[src/rtl/uart_packet_decoder.sv]
// Reassembles 3-byte MSB-first pixel packets from the UART byte stream into RAM writes.
// Optional inter-byte timeout is enabled by defining PKT_TIMEOUT_EN.
module uart_packet_decoder #(
  parameter int unsigned NUM_WORDS   = 20,
  parameter int unsigned CNT_W       = 32,
  parameter int unsigned ERR_W       = 16,
  parameter int unsigned TIMEOUT_CYC = 4000
) (
  input  logic             clk,
  input  logic             rst,
  input  logic [7:0]       rx_data,
  input  logic             rx_valid,
  input  logic             clr,
  output logic             wr_en,
  output logic [9:0]       wr_addr,
  output logic [7:0]       wr_data,
  output logic [CNT_W-1:0] count_packets,
  output logic [ERR_W-1:0] hdr_err,
  output logic [ERR_W-1:0] ftr_err,
  output logic [ERR_W-1:0] loc_err,
  output logic             receive_done
);

  localparam logic [1:0] S_B0  = 2'd0;
  localparam logic [1:0] S_B1  = 2'd1;
  localparam logic [1:0] S_B2  = 2'd2;
  localparam logic [1:0] S_CHK = 2'd3;

  logic [1:0]       state_q, state_d;
  logic [20:0]      pkt_q, pkt_d;
  logic             wr_en_q, wr_en_d;
  logic [9:0]       wr_addr_q, wr_addr_d;
  logic [7:0]       wr_data_q, wr_data_d;
  logic [CNT_W-1:0] cnt_q, cnt_d, cnt_inc;
  logic [ERR_W-1:0] hdr_q, hdr_d, ftr_q, ftr_d, loc_q, loc_d;
  logic             done_q, done_d;
  logic             hdr_inc, ftr_inc, loc_inc, timeout;

  logic [9:0] pkt_loc;
  logic [7:0] pkt_data;
  logic [2:0] pkt_ftr, ftr_exp;

  // Header bits are checked on arrival, so only loc/data/footer are stored.
  assign pkt_loc  = pkt_q[20:11];
  assign pkt_data = pkt_q[10:3];
  assign pkt_ftr  = pkt_q[2:0];
  assign ftr_exp  = {^pkt_data, ^pkt_loc, ^{pkt_data[7:4], pkt_loc[9:5]}};
  assign cnt_inc  = cnt_q + CNT_W'(1);

`ifdef PKT_TIMEOUT_EN
  localparam int unsigned TMR_W = $clog2(TIMEOUT_CYC + 1);
  logic [TMR_W-1:0] tmr_q;
  logic             mid_pkt;

  assign mid_pkt = (state_q == S_B1) || (state_q == S_B2);
  assign timeout = mid_pkt && !rx_valid && (tmr_q == TMR_W'(TIMEOUT_CYC - 1));

  always_ff @(posedge clk) begin
    if (rst || clr || rx_valid || !mid_pkt) tmr_q <= '0;
    else                                    tmr_q <= tmr_q + TMR_W'(1);
  end
`else
  assign timeout = 1'b0;
`endif

  always_comb begin
    state_d   = state_q;
    pkt_d     = pkt_q;
    wr_en_d   = 1'b0;
    wr_addr_d = wr_addr_q;
    wr_data_d = wr_data_q;
    cnt_d     = cnt_q;
    done_d    = done_q;
    hdr_inc   = 1'b0;
    ftr_inc   = 1'b0;
    loc_inc   = 1'b0;

    case (state_q)
      S_B1: if (rx_valid) begin
        pkt_d[15:8] = rx_data;
        state_d     = S_B2;
      end
      S_B2: if (rx_valid) begin
        pkt_d[7:0] = rx_data;
        state_d    = S_CHK;
      end
      default: begin
        if (state_q == S_CHK) begin
          state_d = S_B0;
          if (pkt_ftr != ftr_exp) begin
            ftr_inc = 1'b1;
          end else if ({22'd0, pkt_loc} >= NUM_WORDS) begin
            loc_inc = 1'b1;
          end else begin
            wr_en_d   = 1'b1;
            wr_addr_d = pkt_loc;
            wr_data_d = pkt_data;
            cnt_d     = cnt_inc;
            if (cnt_inc == CNT_W'(NUM_WORDS)) done_d = 1'b1;
          end
        end
        // A byte landing in S_CHK starts the next packet rather than being lost.
        if (rx_valid) begin
          if (rx_data[7:5] == 3'b101) begin
            pkt_d[20:16] = rx_data[4:0];
            state_d      = S_B1;
          end else begin
            hdr_inc = 1'b1;
          end
        end
      end
    endcase

    if (timeout) begin
      state_d = S_B0;
      hdr_inc = 1'b1;
    end

    hdr_d = (hdr_inc && hdr_q != '1) ? hdr_q + ERR_W'(1) : hdr_q;
    ftr_d = (ftr_inc && ftr_q != '1) ? ftr_q + ERR_W'(1) : ftr_q;
    loc_d = (loc_inc && loc_q != '1) ? loc_q + ERR_W'(1) : loc_q;
  end

  always_ff @(posedge clk) begin
    if (rst) begin
      state_q   <= S_B0;
      pkt_q     <= '0;
      wr_en_q   <= 1'b0;
      wr_addr_q <= '0;
      wr_data_q <= '0;
      cnt_q     <= '0;
      hdr_q     <= '0;
      ftr_q     <= '0;
      loc_q     <= '0;
      done_q    <= 1'b0;
    end else if (clr) begin
      state_q   <= S_B0;
      pkt_q     <= '0;
      wr_en_q   <= 1'b0;
      cnt_q     <= '0;
      hdr_q     <= '0;
      ftr_q     <= '0;
      loc_q     <= '0;
      done_q    <= 1'b0;
    end else begin
      state_q   <= state_d;
      pkt_q     <= pkt_d;
      wr_en_q   <= wr_en_d;
      wr_addr_q <= wr_addr_d;
      wr_data_q <= wr_data_d;
      cnt_q     <= cnt_d;
      hdr_q     <= hdr_d;
      ftr_q     <= ftr_d;
      loc_q     <= loc_d;
      done_q    <= done_d;
    end
  end

  assign wr_en         = wr_en_q;
  assign wr_addr       = wr_addr_q;
  assign wr_data       = wr_data_q;
  assign count_packets = cnt_q;
  assign hdr_err       = hdr_q;
  assign ftr_err       = ftr_q;
  assign loc_err       = loc_q;
  assign receive_done  = done_q;

endmodule

[config.mk]
export PLATFORM = sky130hd
export DESIGN_NAME = uart_packet_decoder
export DESIGN_NICKNAME = d
export VERILOG_FILES = /design/src/rtl/uart_packet_decoder.sv
export SDC_FILE = /design/constraint.sdc
export NUM_CORES = 1
export LEC_CHECK = 0
export CAP_MARGIN = 5
export CORE_MARGIN = 2
export CORE_UTILIZATION = 47
export DETAILED_ROUTE_END_ITERATION = 8
export PLACE_DENSITY = 0.73
export RECOVER_POWER = 50
export SLEW_MARGIN = 20
export SYNTH_ARGS = -nofsm -noshare
export SYNTH_HDL_FRONTEND = slang
export SYNTH_SLANG_ARGS = --single-unit
export TNS_END_PERCENT = 5
[constraint.sdc]
create_clock -name clk -period 7.1 [get_ports clk]
set_input_delay 1.42 -clock clk [delete_from_list [all_inputs] [get_ports clk]]
set_output_delay 1.42 -clock clk [all_outputs]
set_load 0.02 [all_outputs]
==> qor.txt, run 1 <==
======================================================================================
Status                                                                    finished, violations left
Violated checks                                                           capacitance limit, slew limit
Hold Violations, Final                                                               0
Xor-xnor portion of the synthesized cell area                                    0.131
Total placed instance area                                                0.00736 mm^2
Area of all placed cells without fillers                                  0.00790 mm^2
Number of buffers inserted for hold repair after clock tree synthesis                0
Maximum clock frequency                                                        215 MHz
MaxCap Viol Count                                                                    1
Share of layout cells above drive strength 1                                    0.0485
Highest fanout seen on the critical path                                            48
Final number of max-transition violations                                           48
Non-filler cells in the finished layout                                          1,038
Antenna-violating nets left                                                          0
Setup TNS after final layout                                                      0 ns
Synth Area per Inst                                                          8.13 um^2
Synth warnings                                                                       0
Row Count                                                                           41
Initial antenna violation count                                                      0
Critical path startpoint category                                         primary input
CTS tree                                                                           yes
Number of CTS-inserted buffers                                                      17
Worst-case vdd ir drop                                                      0.000144 V
Clk_lat worst skew                                                             0.42 ns
CTS Root Buffer Type                                                      sky130_fd_sc_hd__clkbuf_16
Floorplan core area                                                        0.0127 mm^2
Die W                                                                           119 um
Height of the die                                                               119 um
Headroom to the max-slew limit                                                  -0.833
# diodes                                                                             0
Via density per instance                                                          5.42
Data arrival at the endpoint of the critical path                              4.96 ns
Async set-or-reset flop fraction in the synthesized netlist                          0
Drt drc                                                                              0
Flop and latch count out of synthesis                                              123
Post-synthesis cell count                                                          760
Fin crit period                                                                4.66 ns
Half-perimeter wire length after detailed placement                            10.5 mm
Synthesized Nets                                                                   789
Count of H-tree levels built during CTS                                              4
Detailed-router iteration count before antenna repair                                5
Dpl cells                                                                        1,009
Clk_skew                                                                    0.00551 ns
Overall routed net length                                                      15.3 mm
GR Overflow Total                                                                    0
Complex-gate fraction of the synthesized area                                   0.0864
Global-route wire length before repair                                         25.2 mm
Post-detailed-route wirelength per cell                                        14.7 um
Final cycle utilization of the critical path                                     0.656
Routability Congestion                                                           0.868
Transition at the pin with the smallest max-transition slack                   2.75 ns
Count of flip-flops with a built-in enable after synthesis                           0
Kind of end point of the critical path                                        register
# setup viols final                                                                  0
Adder-Cell Fraction of Synth Area                                               0.0344
Count of pins on the block boundary                                                112
CP Class                                                                        in2reg
Power density relative to cell area                                        193 mW/mm^2
Overall power after layout                                                     1530 uW
Worst-path clk slew                                                            0.05 ns
Total number of clock tree sinks                                                   123
Final layout net count                                                             887
Synthesized-area fraction occupied by and/or/nand/nor cells                      0.294
Post-CTS setup repair buffer count                                                   0
Static Leak                                                                 0.00286 uW
Starting utilization of the core area                                            0.486
Synth Cell Area                                                           0.00618 mm^2
All-layer global routing usage                                                   0.218
Maximum number of pins on one net before global-route repair                       105
Number of distinct standard cells referenced by the synthesized netlist             54
Gates resized, CTS repair                                                            0
Main combinational cell family by area after synthesis                    simple AND/OR/NAND/NOR gates
RSZ-0062 raised after global routing                                                no
Area Overhead vs Synth                                                           27.8%
Number of global-route vias before repair                                        5,270
Count of routing violations after the opening detailed-route iteration             338
Total vias in the final route                                                    5,626
Worst hold-check slack                                                        0.445 ns
Dominant synthesized flop cell                                            sky130_fd_sc_hd__dfxtp_1
Quantity of I/O buffers inserted on ports                                          111
Post-synthesis mux area share                                                   0.0162
Data required time of the worst path                                           7.40 ns
Maximum buffer depth of the clock tree                                               2
Overall die area                                                           0.0141 mm^2
Share of synthesized area occupied by flip-flops and latches                     0.398
Class of the worst hold path                                                   reg2reg
======================================================================================
==> worst max-delay path, cell delays in order <==
cell	delay [ns]
sky130_fd_sc_hd__dlygate4sd3_1	1.00
sky130_fd_sc_hd__or2_0	2.06
sky130_fd_sc_hd__nor2_1	0.12
sky130_fd_sc_hd__a31o_2	0.36
==> where the power goes <==
part,switching (uW),internal (uW)
sequential,2.49,693
combinational,38.5,18.1
clock,287,486
==> logic make-up after synthesis <==
family,after synthesis
xor+xnor,87
flops,123
mux,10
fa+ha+maj,17
simple gates,375
compound gates,89
buf+inv,59
==> synth_stat cells, types with 5 or more instances <==
master                       n  area [um^2]
sky130_fd_sc_hd__dfxtp_1   123         2460
sky130_fd_sc_hd__nand2_1   102          383
sky130_fd_sc_hd__nor2_1    101          379
sky130_fd_sc_hd__nand3_1    55          275
sky130_fd_sc_hd__a21oi_1    52          260
sky130_fd_sc_hd__xnor2_1    51          447
sky130_fd_sc_hd__xor2_1     32          280
sky130_fd_sc_hd__nand4_1    26          163
sky130_fd_sc_hd__clkbuf_1   25         93.8
sky130_fd_sc_hd__inv_1      25         93.8
sky130_fd_sc_hd__nor3_1     24          120
sky130_fd_sc_hd__and3_1     20          125
sky130_fd_sc_hd__ha_1       17          213
sky130_fd_sc_hd__o21ai_0    12         60.1
sky130_fd_sc_hd__nor4_1     11         68.8
sky130_fd_sc_hd__mux2i_1    10          100
sky130_fd_sc_hd__or3_1      10         62.6
sky130_fd_sc_hd__a31oi_1     5         31.3
sky130_fd_sc_hd__buf_2       5         25.0
==> layout make-up <==
type	instances	area, um^2
sequential	123	2460
timing repair buffer	113	1140
multi-input combinational	578	3480
clock inverter	4	45.0
tap	172	215
clock buffer	23	468
inverter	25	93.8
fill	1169	4820
==> stage by stage <==
step | utilization | worst slack [ns]
floorplan | - | 4.28
global placement | 0.579 | 3.15
detailed placement | 0.579 | 3.05
CTS | 0.619 | 3.49
global route | 0.621 | 2.08
finish | 0.621 | 2.44
==> placed cells by master (no fill, tap or decap), drive strengths merged, types with 4 or more instances in the layout <==
master,count
and4,4
nand4,26
xnor2,52
mux2i,10
o21ai,13
or2,4
and3,20
nor4,13
a31oi,5
or3,10
ha,17
nor2,102
nor3,27
clkbuf,24
xor2,32
a31o,4
dfxtp,123
inv,25
a21oi,52
nand2,102
dlygate4sd3,78
clkdlybuf4s50,33
nand3,55
==> state kept, by name, indices dropped and copies added, names as in the netlist <==
register and count:
state_q 2, wr_data 8, pkt_q 21, loc_err 16, wr_en 1, wr_addr 10, hdr_err 16, ftr_err 16
count_packets 32, receive_done 1
==> routing by layer <==
metal / global-route usage / wire length (um) / share of wire / up-vias
met5: 0 / 0 / 0 / -
met1: 0.287 / 7040 / 0.46 / 2649
met3: 0.0565 / 750 / 0.049 / 23
li1: - / - / - / 2800
met2: 0.346 / 7230 / 0.47 / 154
met4: 0.0789 / 257 / 0.017 / 0
==> worst paths after layout <==
check	start	endpoint	slack [ns]	depth (start not counted)
min	wr_data[6]	wr_data[6]	0.44	2
max	rst	loc_err[8]	2.44	4
min reg2reg	wr_data[6]	wr_data[6]	0.44	2
max reg2reg	pkt_q[16]	wr_data[3]	4.09	8
Note: power is estimated with default switching activity, not from simulation.
==> run 2: changes to the inputs <==
--- a/config.mk
+++ b/config.mk
@@ -9,7 +9,7 @@
 export CORE_MARGIN = 2
 export CORE_UTILIZATION = 47
 export DETAILED_ROUTE_END_ITERATION = 8
-export PLACE_DENSITY = 0.73
+export PLACE_DENSITY = 0.76
 export RECOVER_POWER = 50
 export SLEW_MARGIN = 20
 export SYNTH_ARGS = -nofsm -noshare
==> constraint.sdc (replaced) <==
create_clock -name clk -period 4.25 [get_ports clk]
set_input_delay 0.85 -clock clk [delete_from_list [all_inputs] [get_ports clk]]
set_output_delay 0.85 -clock clk [all_outputs]
set_load 0.02 [all_outputs]
==> run 2 against run 1 <==
Compared with the run above:
- largest power group unchanged
- sequential power increased by 67%
- critical path type unchanged
- global-route usage shrank 0.97 points
- the run still ends with capacitance limit, slew limit left
- largest cell class unchanged
- worst setup slack got worse by 1.7 ns
- hold slack improved by 0.0034 ns
- via count shrank 0.48%
- count of clock-buffer cells in the layout grew 6
- non-clock buffer count up 2
- cell area rose by 0.67%
- clock power is 75% higher
==> qor.txt, run 2 (synthesis results as in run 1) <==
=====================================================================================
Commonest non-fill, non-tap cell in the layout                           sky130_fd_sc_hd__dfxtp_1
MaxCap Viol Count                                                                   1   unchanged
R2r worst-path depth                                                                8   unchanged
CTS tree                                                                          yes
Highest fanout seen on the critical path                                           55   +15%
Total number of clock tree sinks                                                  123   unchanged
Design internal power                                                         2060 uW   +72%
CTS Root Buffer Type                                                     sky130_fd_sc_hd__clkbuf_16
Footprint of the multi-input gates                                       0.00348 mm^2   unchanged
Filler cell count in the final layout                                           1,149   -1.7%
Gates resized, CTS repair                                                           0   unchanged
Hold-critical path endpoint                                                wr_data[5]
Transition at the pin with the smallest max-transition slack                  1.81 ns   -0.940 ns
Clk_skew                                                                   0.00895 ns   +0.00344 ns
Overall die area                                                          0.0141 mm^2   unchanged
Data arrival at the endpoint of the critical path                             3.81 ns   -1.15 ns
Maximum clock frequency                                                       285 MHz
Via density per instance                                                         5.37   -0.96%
Number of global-route vias before repair                                       5,016   -4.8%
Final number of max-transition violations                                          50   +4.2%
Post-layout utilization of the core                                             0.625   +0.00413
Area of all placed cells without fillers                                 0.00795 mm^2   +0.67%
Final layout net count                                                            889   +0.23%
Clock share of power                                                            0.517   +0.010
Quantity of I/O buffers inserted on ports                                         111   unchanged
Worst hold-check slack                                                       0.448 ns   +0.00336 ns
Count of pins on the block boundary                                               112   unchanged
GR Overflow Total                                                                   0   unchanged
Initial antenna violation count                                                     0   unchanged
Data required time of the worst path                                          4.54 ns   -2.86 ns
Critical path startpoint category                                        primary input
Worst-path clk slew                                                           0.05 ns   about the same
Switching share of power                                                        0.208   -0.00665
Class of the worst hold path                                                  reg2reg
Count of routing violations after the opening detailed-route iteration            381   +13%
Area Overhead vs Synth                                                          28.6%
Routability Congestion                                                          0.831   -4.3%
Clk_lat worst skew                                                            0.42 ns   about the same
Power density relative to cell area                                       328 mW/mm^2   +70%
Status                                                                   finished, violations left
RSZ-0062 raised after global routing                                               no
Starting utilization of the core area                                           0.486   unchanged
Endpoint of the worst register-to-register path                            wr_data[6]
Source of the worst register-to-register timing path                        pkt_q[16]
Detailed-router iteration count before antenna repair                               5   unchanged
Count of H-tree levels built during CTS                                             4   unchanged
# setup viols final                                                                 0   unchanged
Half-perimeter wire length after detailed placement                           10.2 mm   -3.2%
Flop pwr share                                                                  0.446   -0.010
Post-detailed-route wirelength per cell                                       14.2 um   -3.8%
Maximum number of pins on one net before global-route repair                       56   -47%
Post-CTS setup repair buffer count                                                  0   unchanged
All-layer global routing usage                                                  0.209   -0.00974
Most used cells in the layout excluding fill and tap cells               sky130_fd_sc_hd__dfxtp_1 (123), sky130_fd_sc_hd__nand2_1 (102), sky130_fd_sc_hd__nor2_1 (101), sky130_fd_sc_hd__dlygate4sd3_1 (101), sky130_fd_sc_hd__nand3_1 (55)
Floorplan core area                                                       0.0127 mm^2   unchanged
Number of cells on the worst hold path                                              2   unchanged
Total placed instance area                                               0.00740 mm^2   +0.48%
Die W                                                                          119 um   unchanged
Number of buffers inserted for hold repair after clock tree synthesis               0   unchanged
Row Count                                                                          41   unchanged
Area of all sequential standard cells                                    0.00246 mm^2   unchanged
Share of layout cells above drive strength 1                                   0.0505   +0.00202
Overall routed net length                                                     14.8 mm   -3.4%
Start point of the worst min-delay path                                    wr_data[5]
Total vias in the final route                                                   5,599   -0.48%
Largest register FFs                                                               32   unchanged
# diodes                                                                            0   unchanged
Global-route wire length before repair                                        24.1 mm   -4.6%
Worst R2R Setup Slack                                                         1.25 ns   -2.84 ns
Overall power after layout                                                    2610 uW   +71%
Fin crit period                                                               3.51 ns
Final cycle utilization of the critical path                                    0.827
Violated checks                                                          capacitance limit, slew limit
Antenna-violating nets left                                                         0   unchanged
Setup TNS after final layout                                                     0 ns   unchanged
Net load switching power                                                       543 uW   +66%
Number of CTS-inserted buffers                                                     17   unchanged
Kind of end point of the critical path                                       register
CP Class                                                                       in2reg
Worst-case vdd ir drop                                                     0.000263 V   +83%
Drt drc                                                                             0   unchanged
Height of the die                                                              119 um   unchanged
Static Leak                                                                0.00297 uW   +3.7%
Combinational cell fraction of total power                                      0.037   about the same
Hold Violations, Final                                                              0   unchanged
Maximum buffer depth of the clock tree                                              2   unchanged
Headroom to the max-slew limit                                                 -0.206   +0.627
=====================================================================================
## run 2: cell count changes in the layout (fill, tap and decap cells not counted)
| cell | previous run | this run |
|---|---|---|
| sky130_fd_sc_hd__buf_4 | 0 | 3 |
| sky130_fd_sc_hd__or2_1 | 0 | 1 |
| sky130_fd_sc_hd__dlygate4sd3_1 | 78 | 101 |
| sky130_fd_sc_hd__clkbuf_1 | 4 | 7 |
| sky130_fd_sc_hd__clkinv_2 | 3 | 0 |
| sky130_fd_sc_hd__clkbuf_4 | 1 | 0 |
| sky130_fd_sc_hd__clkbuf_8 | 2 | 5 |
| sky130_fd_sc_hd__clkdlybuf4s50_1 | 33 | 10 |
| sky130_fd_sc_hd__or2_0 | 1 | 0 |
## run 2: through the flow
step                instances  setup WS [ns]
finish                   1043          0.736
global route             1043          0.533
CTS                      1042           1.21
detailed placement       1012           1.14
global placement         1012           1.12
floorplan                 760           1.79
## run 2: final cells by class
| type | count | area share |
|---|---|---|
| clock buffer | 29 | 0.0655 |
| timing repair buffer | 115 | 0.145 |
| sequential | 123 | 0.310 |
| inverter | 25 | 0.0118 |
| tap | 172 | 0.0271 |
| clock inverter | 1 | 0.00378 |
| multi-input combinational | 578 | 0.437 |
## run 2: worst max-delay path by stage
stage / startpoint / end / cells after the start
3_3_place_gp: rx_valid / hdr_err[9] / 8
2_1_floorplan: pkt_q[16] / wr_addr[0] / 10
6_report: rst / count_packets[15] / 4
3_5_place_dp: rx_valid / hdr_err[9] / 8
4_1_cts: pkt_q[16] / wr_data[6] / 8
5_1_grt: rst / count_packets[17] / 4
## run 2: layer usage
metal / part of all wire / global-route usage / wire, um
met1: 0.46 / 0.264 / 6830
met2: 0.46 / 0.335 / 6830
met3: 0.062 / 0.0603 / 918
met4: 0.013 / 0.0781 / 189
met5: 0 / 0 / 0
## run 2: power by group through the flow
stage / sequential (uW) / clock (uW) / combinational, uW
final: 1160 / 1350 / 95.7
after global routing: 1160 / 1430 / 105
after CTS: 1160 / 1370 / 95.9
after detailed placement: 1190 / 0 / 95.2
after global placement: 1190 / 0 / 94.5
after floorplan: 1190 / 0 / 64.0
## run 2: critical path, stage by stage
cell	delay (ns)
sky130_fd_sc_hd__dlygate4sd3_1	1.03
sky130_fd_sc_hd__or2_1	1.41
sky130_fd_sc_hd__buf_12	0.35
sky130_fd_sc_hd__nor2_1	0.10
